$ cat config.mk
export PLATFORM = sky130hd
export DESIGN_NAME = seq_multiplier
export DESIGN_NICKNAME = d
export VERILOG_FILES = /design/src/rtl/seq_multiplier.sv
export SDC_FILE = /design/constraint.sdc
export NUM_CORES = 1
export LEC_CHECK = 0
export ABC_AREA = 1
export BUFFER_PORTS_ARGS = -buffer_cell sky130_fd_sc_hd__buf_4
export CAP_MARGIN = 20
export CORE_ASPECT_RATIO = 1.4
export CORE_MARGIN = 2
export CORE_UTILIZATION = 50
export DETAILED_ROUTE_END_ITERATION = 8
export PLACE_DENSITY = 0.66
export SLEW_MARGIN = 20
export SYNTH_ARGS = -nofsm -noshare
export SYNTH_HDL_FRONTEND = slang
export SYNTH_SLANG_ARGS = --single-unit
$ cat constraint.sdc
create_clock -name clk -period 11.95 [get_ports clk]
set_clock_uncertainty 0.15 [all_clocks]
set_input_delay 0.5975 -clock clk [delete_from_list [all_inputs] [get_ports clk]]
set_output_delay 0.5975 -clock clk [all_outputs]
set_load 0.02 [all_outputs]
$ cat src/rtl/seq_multiplier.sv
// Iterative radix-2 shift-add multiplier: WIDTH-cycle signed/unsigned multiply
// producing a full 2*WIDTH-bit product, with early-out on a zero operand.
module seq_multiplier #(
   parameter int WIDTH = 32
) (
   input  logic                 clk,
   input  logic                 reset,
   input  logic                 start,
   input  logic [WIDTH-1:0]     multiplicand,
   input  logic [WIDTH-1:0]     multiplier,
   input  logic                 is_signed,
   output logic                 busy,
   output logic [2*WIDTH-1:0]   product,
   output logic                 valid
);

   localparam int CW = $clog2(WIDTH);

   typedef enum logic [1:0] {IDLE, CALC, DONE} state_t;

   state_t             state_reg, state_next;
   logic [2*WIDTH-1:0] mcand_reg;
   logic [2*WIDTH-1:0] acc_reg;
   logic [2*WIDTH-1:0] acc_sum;
   logic [WIDTH-1:0]   mplr_reg;
   logic [WIDTH-1:0]   mag_a, mag_b;
   logic [CW-1:0]      count_reg;
   logic               sign_reg;
   logic               last_iter;
   logic               zero_op;

   // Two's-complement magnitude; -2^(W-1) maps to 2^(W-1) as an unsigned value.
   always_comb begin
      mag_a     = (is_signed && multiplicand[WIDTH-1]) ? -multiplicand : multiplicand;
      mag_b     = (is_signed && multiplier[WIDTH-1])   ? -multiplier   : multiplier;
      zero_op   = (multiplicand == '0) || (multiplier == '0);
      acc_sum   = mplr_reg[0] ? (acc_reg + mcand_reg) : acc_reg;
      last_iter = (count_reg == CW'(WIDTH - 1));
   end

   always_ff @(posedge clk or posedge reset) begin
      if (reset) begin
         state_reg <= IDLE;
      end else begin
         state_reg <= state_next;
      end
   end

   always_comb begin
      state_next = state_reg;
      busy       = 1'b0;
      valid      = 1'b0;
      case (state_reg)
         IDLE: begin
            if (start) begin
               state_next = zero_op ? DONE : CALC;
            end
         end
         CALC: begin
            busy = 1'b1;
            if (last_iter) begin
               state_next = DONE;
            end
         end
         DONE: begin
            busy       = 1'b1;
            valid      = 1'b1;
            state_next = IDLE;
         end
         default: state_next = IDLE;
      endcase
   end

   always_ff @(posedge clk or posedge reset) begin
      if (reset) begin
         mcand_reg <= '0;
         acc_reg   <= '0;
         mplr_reg  <= '0;
         count_reg <= '0;
         sign_reg  <= 1'b0;
         product   <= '0;
      end else begin
         case (state_reg)
            IDLE: begin
               if (start) begin
                  mcand_reg <= {{WIDTH{1'b0}}, mag_a};
                  mplr_reg  <= mag_b;
                  acc_reg   <= '0;
                  count_reg <= '0;
                  sign_reg  <= is_signed & (multiplicand[WIDTH-1] ^ multiplier[WIDTH-1]);
                  if (zero_op) begin
                     product <= '0;
                  end
               end
            end
            CALC: begin
               acc_reg   <= acc_sum;
               mcand_reg <= mcand_reg << 1;
               mplr_reg  <= mplr_reg >> 1;
               count_reg <= count_reg + CW'(1);
               // Negation happens over the full 2*WIDTH bits so MULH sees a correct high half.
               if (last_iter) begin
                  product <= sign_reg ? -acc_sum : acc_sum;
               end
            end
            default: ;
         endcase
      end
   end

endmodule
### After elaboration in Yosys (flattened, before gate mapping)

Cells that the tools add are included.

| word-level totals | value |
|---|---|
| input port bits | 68 |
| word-level logic and storage cells | 54 |
| flip-flop bits (word level) | 232 |

| cells by class | value |
|---|---|
| $add $sub $neg | 5 |
| bitwise operators | 2 |
| equal/unequal tests | 6 |
| reduce and logical (&&, ||, !) cells | 12 |
| muxes and demuxes | 22 |

Operators with widths:

| cell | count |
|---|---|
| 2-to-1 mux 64 bit | 7 |
| one-hot mux 64 bit (2 select lines) | 3 |
| 2-to-1 mux 32 bit | 3 |
| adder 64 bit | 1 |
| logical NOT 32 bit | 2 |
| negator 32 bit | 2 |
| negator 64 bit | 1 |
| one-hot mux 32 bit (2 select lines) | 1 |
| one-hot mux 5 bit (2 select lines) | 1 |
| 2-to-1 mux 2 bit | 3 |
| != test 2 bit, second input constant | 3 |
| AND reduction 2 bit | 3 |
| adder 5 x 1 -> 5 bit, second input constant | 1 |
| == test 5 bit, second input constant | 1 |
| 2-to-1 mux 5 bit | 1 |
| one-hot mux 2 bit (2 select lines) | 1 |
| AND reduction 4 bit | 1 |
| == test 2 x 1 -> 1 bit, second input constant | 1 |
| == test 2 bit, second input constant | 1 |
| logical AND 1 bit | 2 |
| logical NOT 2 bit | 1 |
| 2-to-1 mux 1 bit | 2 |
| nonzero test 2 bit | 1 |
| OR reduction 2 bit | 1 |
| 3 further kinds | 3 |

### Logic depth before layout (Yosys ltp)

Gate-level depths: netlist (run 1).

| logic depth | value |
|---|---|
| depth in word-level cells | 6 |
| gate-level depth with buffers | 26 |
| gate-level depth less buffers | 26 |

### Worst setup path after synthesis (run 1)

No wires, ideal clock.

| timing | value |
|---|---|
| kind | flip-flop to flip-flop |
| from | register mcand_reg[0] |
| to | register product[40] |
| buffers on the path | 0 |
| stages on the path, launching flop included | 22 |
| setup time | 0.121 ns |
| path slack | 8.989 ns |
| arrival time | 2.689 ns |
| period minus slack after synthesis | 2.961 ns |
| cell sequence | dfrtp_1 -> ha_1 -> inv_1 -> fa_1 -> o21ai_0 -> inv_1 -> ha_1 -> inv_1 -> nor2_1 -> nand2_1 -> nor2_1 -> nand2_1 -> nor2_4 -> nand3_4 -> nor2_8 -> nand3_4 -> nor2_4 -> nand2_1 -> o21ai_1 -> nand2_1 -> nand2_1 -> o21ai_1 |

| between the ends | value |
|---|---|
| longest elaborated chain between the ends | 6 |

Ends and longest elaborated chain:

| element | line | source |
|---|---|---|
| from (decl) | 22 | `logic [2*WIDTH-1:0] mcand_reg;` |
| from (signal assigned) | 86 | `mcand_reg <= {{WIDTH{1'b0}}, mag_a};` |
| from (signal assigned) | 98 | `mcand_reg <= mcand_reg << 1;` |
| adder 64 bit (*) | 37 | `acc_sum = mplr_reg[0] ? (acc_reg + mcand_reg) : acc_reg;` |
| 2-to-1 mux 64 bit (*) | 37 |  |
| negator 64 bit | 103 | `product <= sign_reg ? -acc_sum : acc_sum;` |
| 2-to-1 mux 64 bit (*) | 103 |  |
| 2-to-1 mux 64 bit (*) | 102 | `if (last_iter) begin` |
| one-hot mux 64 bit (2 select lines) (*) | 83 | `case (state_reg)` |
| to (signal assigned) | 103 |  |
| to (decl) | 13 | `output logic [2*WIDTH-1:0] product,` |

Every way passes the cells marked *; elsewhere a longest branch is shown, timed or not. The select of a mux whose other input is x is not followed.
A chain may end at the register's enable or synchronous reset.

### Worst setup path in the final report (run 1)

| timing | value |
|---|---|
| from | register state_reg[0] |
| to | register product[36] |

| between the ends | value |
|---|---|
| longest elaborated chain between the ends | 3 |
| elaborated cells between the ends (all ways) | 8 |

Ends and longest elaborated chain:

| element | line | source |
|---|---|---|
| from (decl) | 21 | `state_t state_reg, state_next;` |
| from (signal assigned) | 45 | `state_reg <= state_next;` |
| == test 2 x 1 -> 1 bit or logical NOT 2 bit (tied branches) | 83 |  |
| != test 2 bit (no source line) or nonzero test 2 bit (tied branches) | n/a |  |
| AND reduction 4 bit (no source line) | n/a |  |

Parallel ways exist; a longest one is shown, timed or not.

==> summary.md, run 1 <==
| Metric | Value |
|---|---|
| Status | finished clean |
| FF-to-FF Start | state_reg[0] |
| Clock sink count | 232 |
| Synth Area per Inst | 6.20 um2 |
| Multi-input gate area | between 10000 and 15000 um2 |
| Core area | 39300 um2 |
| Share of layout cells above drive strength 1 | 11.6% |
| Sequential power share | 21.9% |
| Hold WS | 3.69 ps |
| Met1 GRT Util | between 30% and 40% |
| Met3 Use GR | roughly 4.0% |
| Post-synth EDFFs | 0 |
| # resized after CTS | 0 |
| Max_slew headroom | 26.6% |
| Worst R2R Path Depth | 15 |
| Register area | about 5800 um2 |
| Crit path launch type | register |
| Syn_nets | 3335 |
| DR WL/cell | 19.0 um |
| Design Power | 0.00645 W |
| Net switching power | 0.00361 W |
| Share of total power in the clock network | 13.0% |
| Clk Latency, worst-skew pair | 580 ps |
| Clock root buffer master | clkbuf_16 |
| Pwr Density | approximately 290 nW/um2 |
| Data required, critical path | 12270 ps |
| Share of flip-flops with an asynchronous set or reset | 100% |
| GRT Overall Usage | 35.6% |
| GRT met2 Usage | 63.3% |
| Most Crowded Layer GR | met2 |
| Diode count | 0 |
| Core Util, Final | between 50% and 60% |
| Worst-Margin Slew | 1100 ps |
| DRT Pass-1 Iters | 6 |
| Clock buffer depth | 3 |
| Setup TNS | 0 ps |
| Final Critical Period | 4230 ps |
| Global-route wire length before repair | 111 mm |
| Area grow syn2layout | 11.5% |
| Residual DRC | 0 |
| Postcts setup bufs | 0 |
| Final ANT Viol Nets | 0 |
| Yosys warnings | 0 |
| Reg2Reg Capture Point | product[36] |
| Crit-path slowest cell | buf_4 |
| F_max | 236 MHz |
| Cts bufs inserted | 26 |
| Syn Std Cell Area | 19800 um2 |
| Leakage | between 10 and 15 nW |
| Critical Path Sink Type | register |
| Yosys reg bits | between 200 and 250 |
| Final slew viol count | 0 |
| Max incr delay on CP | roughly 860 ps |
| Via count | 20800 |
| Boundary Pins | between 100 and 150 |
| Initial Utilization | ~50% |
| H-tree levels | 1 |
| Final net count | 3418 |
| Grt total ovfl | 0 |
| Fillers | 4062 |
| Register area share after synthesis | 29.3% |
| Worst Path Arrival | 4550 ps |
| Worst path cell trace | inv_1, ha_1, nand2_1, inv_1, a21oi_4, buf_4, nor2_1, nand2_2, buf_4, nor2_4, buf_4, inv_1, a21oi_1, o21ai_0, nand2_1 |
| # rows | between 80 and 90 |
| Clk slew on worst S/H paths | 60 ps |
| Int Pwr | 0.00284 W |
| Distinct cells, synth | just over 50 |
| Commonest non-fill, non-tap cell in the layout | nand2_1 |
| Most frequent cells in the layout | 1156 x nand2_1, 479 x inv_1, 230 x dfrtp_1, 226 x nor2_1, 179 x nand3_1 |
| Vias in the first global route | 20200 |
| Synth Instances | 3195 |
| Worst min path class | input port to async pin |
| Predominant post-synthesis flop cell | dfrtp_1 |
| Fin crit share | between 30% and 40% |
| Final hold vios | 0 |
| Post-CTS Hold Fix Bufs | 0 |
| RSZ-0062 raised after global routing | no |
| R2r setup slk | around 7700 ps |
| CTS tree | built |
| Die area | between 40000 and 50000 um2 |
| Overall routed net length | 72.7 mm |
| Pin count of the biggest net entering global routing | 105 |
| Port Buffer Count | 133 |
| Maximum fanout along the worst path | 84 |
| Gpl congestion | 1.02 |
| Net Sw Frac | between 50% and 60% |
| Comb power frac | 65.1% |
| Post-detailed-placement half-perimeter wirelength | 57.0 mm |
| Final setup viols | 0 |
| Initial antenna violation count | 1 |
| Max-cap viol count | 0 |
| Worst vdd ir | around 0.17 mV |
| Die Width | 172 um |
| WS Path Type | register to register |
| Die Height | 240 um |
| Initial drt markers | 1366 |
| Via density per instance | 5.43 |
power groups by stage:
stage | clock network, W | registers [W] | logic (W)
2_1_floorplan | 0 | 0.00137 | 0.00286
3_3_place_gp | 0 | 0.00141 | 0.00408
3_5_place_dp | 0 | 0.00141 | 0.00413
4_1_cts | 0.000850 | 0.00140 | 0.00415
5_1_grt | 0.000877 | 0.00143 | 0.00464
6_report | 0.000841 | 0.00141 | 0.00420
per-layer routing:
metal  share of wire [%]  vias up
li1                    -    10300
met1                  35     9552
met2                  50      699
met3                 4.4      274
met4                  11        2
met5               0.018        -
metrics by stage:
step | cells | worst slack, ps | cell area (um2)
2_1_floorplan | 3195 | 4840 | 19800
3_3_place_gp | 3777 | 7510 | 21200
3_5_place_dp | 3777 | 7520 | 21200
4_1_cts | 3823 | 7740 | 22100
5_1_grt | 3824 | 7210 | 22100
6_report | 3824 | 7720 | 22100
synth_stat cells (3+ instances only):
cell type | n | share of area (%)
inv_2 | 27 | 0.51
a21oi_2 | 4 | 0.18
nand4_1 | 38 | 1.2
o211ai_1 | 34 | 1.3
ha_1 | 71 | 4.5
nand2_1 | 1158 | 22
nor2_4 | 16 | 0.91
nor3_1 | 24 | 0.61
buf_6 | 3 | 0.17
nand3_4 | 4 | 0.35
nor2_1 | 226 | 4.3
o21ai_0 | 144 | 3.6
nand3b_1 | 3 | 0.11
inv_1 | 480 | 9.1
clkbuf_1 | 59 | 1.1
xnor2_1 | 14 | 0.62
buf_1 | 13 | 0.25
clkinv_1 | 6 | 0.11
dfrtp_1 | 232 | 29
nand3_2 | 25 | 1.3
nand3_1 | 179 | 4.5
nand2_4 | 7 | 0.40
nor2_2 | 29 | 0.92
xor2_1 | 43 | 1.9
or2_2 | 14 | 0.44
buf_2 | 9 | 0.23
o31ai_1 | 5 | 0.19
nor4_1 | 4 | 0.13
buf_4 | 6 | 0.23
a21oi_1 | 131 | 3.3
a22o_1 | 17 | 0.75
o22ai_1 | 68 | 2.1
nand2_2 | 54 | 1.7
o21ai_1 | 26 | 0.66
worst max-delay path by stage:
stage                       end       startpoint  slack (ps)  cells after the start
floorplan            acc_reg[0]            reset        4840                      1
global placement    product[36]  multiplicand[1]        7510                     19
detailed placement  product[36]  multiplicand[1]        7520                     19
CTS                 product[36]     state_reg[0]        7740                     15
global route        product[36]     state_reg[0]        7210                     15
finish              product[36]     state_reg[0]        7720                     15
area by class of cell:
class	count	area share [%]
multi-input cells	2359	53.0
flip-flops and latches	232	26.3
inverters	513	8.76
repair buffers	146	5.02
clock buffers	34	3.35
well taps	528	2.99
clock inverters	12	0.612
worst max-delay path: cells and delay by family (launching register included):
| family | cells | cell delay (ps) |
|---|---|---|
| buffers and inverters | 6 | 2270 |
| flip-flops | 1 | 380 |
| adder cells (fa/ha/maj) | 1 | 220 |
| AND/OR/NAND/NOR | 5 | 420 |
| AO/OA/AOI/OAI | 3 | 650 |
logic make-up after synthesis:
group	share of synthesized area [%]
AO/OA/AOI/OAI	12.7
adder cells (fa/ha/maj)	4.58
buffers and inverters	11.7
flip-flops	29.3
XOR/XNOR	2.52
AND/OR/NAND/NOR	39.1
No activity file was read; power rests on OpenSTA's default activity.
==> inputs of run 2 (changes only) <==
clock period = 4 ns   (was 11.95 ns; I/O delays follow)
==> run 2 against run 1 <==
Net effect:
- critical path depth is 6 higher
- combinational power grew to 3.1 times the previous value
- flip-flop and latch count stayed put
- first-iteration DRC count is 2.0% lower
==> summary.md, run 2 (same netlist as run 1, synthesis figures left out) <==
| Metric | Value |
|---|---|
| Cts bufs inserted | 26 (unchanged) |
| Clock buffer depth | 3 (unchanged) |
| Fillers | 3843 (was 4062) |
| Die Height | 240 um (unchanged) |
| Final slew viol count | 0 (unchanged) |
| # rows | 86 (unchanged) |
| Data required, critical path | 4350 ps (was 12270 ps) |
| F_max | 258 MHz (was 236 MHz) |
| Grt total ovfl | 0 (unchanged) |
| Clock sink count | 232 (unchanged) |
| H-tree levels | 1 (unchanged) |
| Post-detailed-placement half-perimeter wirelength | 59.9 mm (was 57.0 mm) |
| Initial antenna violation count | 0 (was 1) |
| Int Pwr | 0.00885 W (was 0.00284 W) |
| Worst vdd ir | 0.793 mV (was 0.174 mV) |
| Pwr Density | 861 nW/um2 (was 292 nW/um2) |
| Worst min path class | input port to async pin (unchanged) |
| Final hold vios | 0 (unchanged) |
| Worst-Margin Slew | 848 ps (was 1100 ps) |
| Max-cap viol count | 0 (unchanged) |
| Sequential power share | 21.1% (was 21.9%) |
| Fin crit share | 96.8% (was 35.4%) |
| Final net count | 3502 (was 3418) |
| Share of layout cells above drive strength 1 | 11.9% (was 11.6%) |
| Commonest non-fill, non-tap cell in the layout | nand2_1 (unchanged) |
| Gpl congestion | 1.04 (was 1.02) |
| Maximum fanout along the worst path | 5 (was 84) |
| Die area | 41300 um2 (unchanged) |
| Clk slew on worst S/H paths | 70 ps (was 60 ps) |
| DR WL/cell | 19.6 um (was 19.0 um) |
| Max_slew headroom | 43.4% (was 26.6%) |
| Comb power frac | 65.3% (was 65.1%) |
| Net Sw Frac | 55.4% (was 55.9%) |
| Initial Utilization | 50.5% (unchanged) |
| Setup TNS | 0 ps (unchanged) |
| Status | finished clean (unchanged) |
| Clk Latency, worst-skew pair | 590 ps (was 580 ps) |
| Final setup viols | 0 (unchanged) |
| Share of total power in the clock network | 13.6% (was 13.0%) |
| Boundary Pins | 134 (unchanged) |
| Residual DRC | 0 (unchanged) |
| Leakage | 12.3 nW (was 11.9 nW) |
| RSZ-0062 raised after global routing | no (unchanged) |
| GRT Overall Usage | 37.3% (was 35.6%) |
| Core Util, Final | 58.7% (was 56.2%) |
| Net switching power | 0.0110 W (was 0.00361 W) |
| Register area | 5810 um2 (about the same) |
| Clock root buffer master | clkbuf_16 (unchanged) |
| DRT Pass-1 Iters | 6 (unchanged) |
| Global-route wire length before repair | 116 mm (was 111 mm) |
| Overall routed net length | 76.7 mm (was 72.7 mm) |
| Design Power | 0.0198 W (was 0.00645 W) |
| Final Critical Period | 3870 ps (was 4230 ps) |
| Critical Path Sink Type | register (unchanged) |
| Via density per instance | 5.46 (was 5.43) |
| Initial drt markers | 1338 (was 1366) |
| Die Width | 172 um (unchanged) |
| Final ANT Viol Nets | 0 (unchanged) |
| Worst Path Arrival | 4220 ps (was 4550 ps) |
| Most frequent cells in the layout | 1155 x nand2_1, 479 x inv_1, 229 x dfrtp_1, 224 x nor2_1, 178 x nand3_1 (was 1156 x nand2_1, 479 x inv_1, 230 x dfrtp_1, 226 x nor2_1, 179 x nand3_1) |
| Area grow syn2layout | 16.3% (was 11.5%) |
| Multi-input gate area | 11700 um2 (about the same) |
| Via count | 21300 (was 20800) |
| Port Buffer Count | 133 (unchanged) |
| Pin count of the biggest net entering global routing | 95 (was 105) |
| Diode count | 0 (unchanged) |
| Crit path launch type | register (unchanged) |
| Vias in the first global route | 21100 (was 20200) |
| Core area | 39300 um2 (unchanged) |
| CTS tree | built (unchanged) |
| WS Path Type | register to register (unchanged) |
run 2: cell type report:
class                      instances  share of cell area (%)
tap                              528                    2.87
clock inverter                    15                   0.983
sequential                       232                    25.2
multi-input combinational       2359                    50.8
timing repair buffer             230                    8.58
clock buffer                      32                    3.14
inverter                         513                    8.38
run 2: layer usage:
layer,vias to the layer above,global-route usage [%],wire (um)
li1,10400,-,-
met1,9859,37.6,26700
met2,764,67.3,38500
met3,286,4.69,3720
met4,0,32.0,7770
met5,-,0,0
run 2: critical path, stage by stage (launching register included):
cell and delay (ps):
dfrtp_1 470, ha_1 480, nand2_2 120, nor2_2 220, nand2_1 200, clkinv_1 80, nand2_1 70, nand2_2 110
nand2_1 80, nand3_1 70, nand3_1 200, nand2_1 330, nand2_1 120, nor2_1 240, inv_2 70, nor2_2 220
nand3_2 140, nand2_4 100, nand2_2 60, nand2_1 60, nand2_1 50, o21ai_1 120
run 2: power by group through the flow:
| stage | clock network, W | logic [W] | registers, W |
|---|---|---|---|
| after floorplan | 0 | 0.00855 | 0.00410 |
| after global placement | 0 | 0.0125 | 0.00412 |
| after detailed placement | 0 | 0.0126 | 0.00416 |
| final | 0.00270 | 0.0130 | 0.00418 |
| after global routing | 0.00282 | 0.0142 | 0.00424 |
| after CTS | 0.00273 | 0.0128 | 0.00413 |
run 2: repair_timing:
item | 4_1_cts | 5_1_grt
setup buffers | 0 | 0
endpoints found under the setup margin | 0 | 3
resized for setup | 0 | 5
endpoints found under the hold margin | 101 | 0
hold buffers | 70 | 0
run 2: worst paths after layout:
check	slack [ps]	cells after the start	startpoint	to
setup / recovery	130	21	acc_reg[12]	product[48]
hold / removal	20	3	reset	mcand_reg[45]
setup reg to reg	130	21	acc_reg[12]	product[48]
hold reg to reg	330	2	product[59]	product[59]
max in group asynchronous	2660	5	reset	mplr_reg[0]
min in group clk	50	6	multiplicand[1]	mcand_reg[3]
run 2: per-stage QoR:
| step | cell area [um2] | hold slack (ps) | cells | worst slack, ps |
|---|---|---|---|---|
| 6_report | 23000 | 20.9 | 3909 | 126 |
| 5_1_grt | 23000 | 43.1 | 3909 | 7.23 |
| 3_3_place_gp | 21400 | 310 | 3791 | 251 |
| 4_1_cts | 23000 | 40.3 | 3908 | 221 |
| 3_5_place_dp | 21400 | 316 | 3791 | 230 |
| 2_1_floorplan | 19800 | 190 | 3195 | 614 |
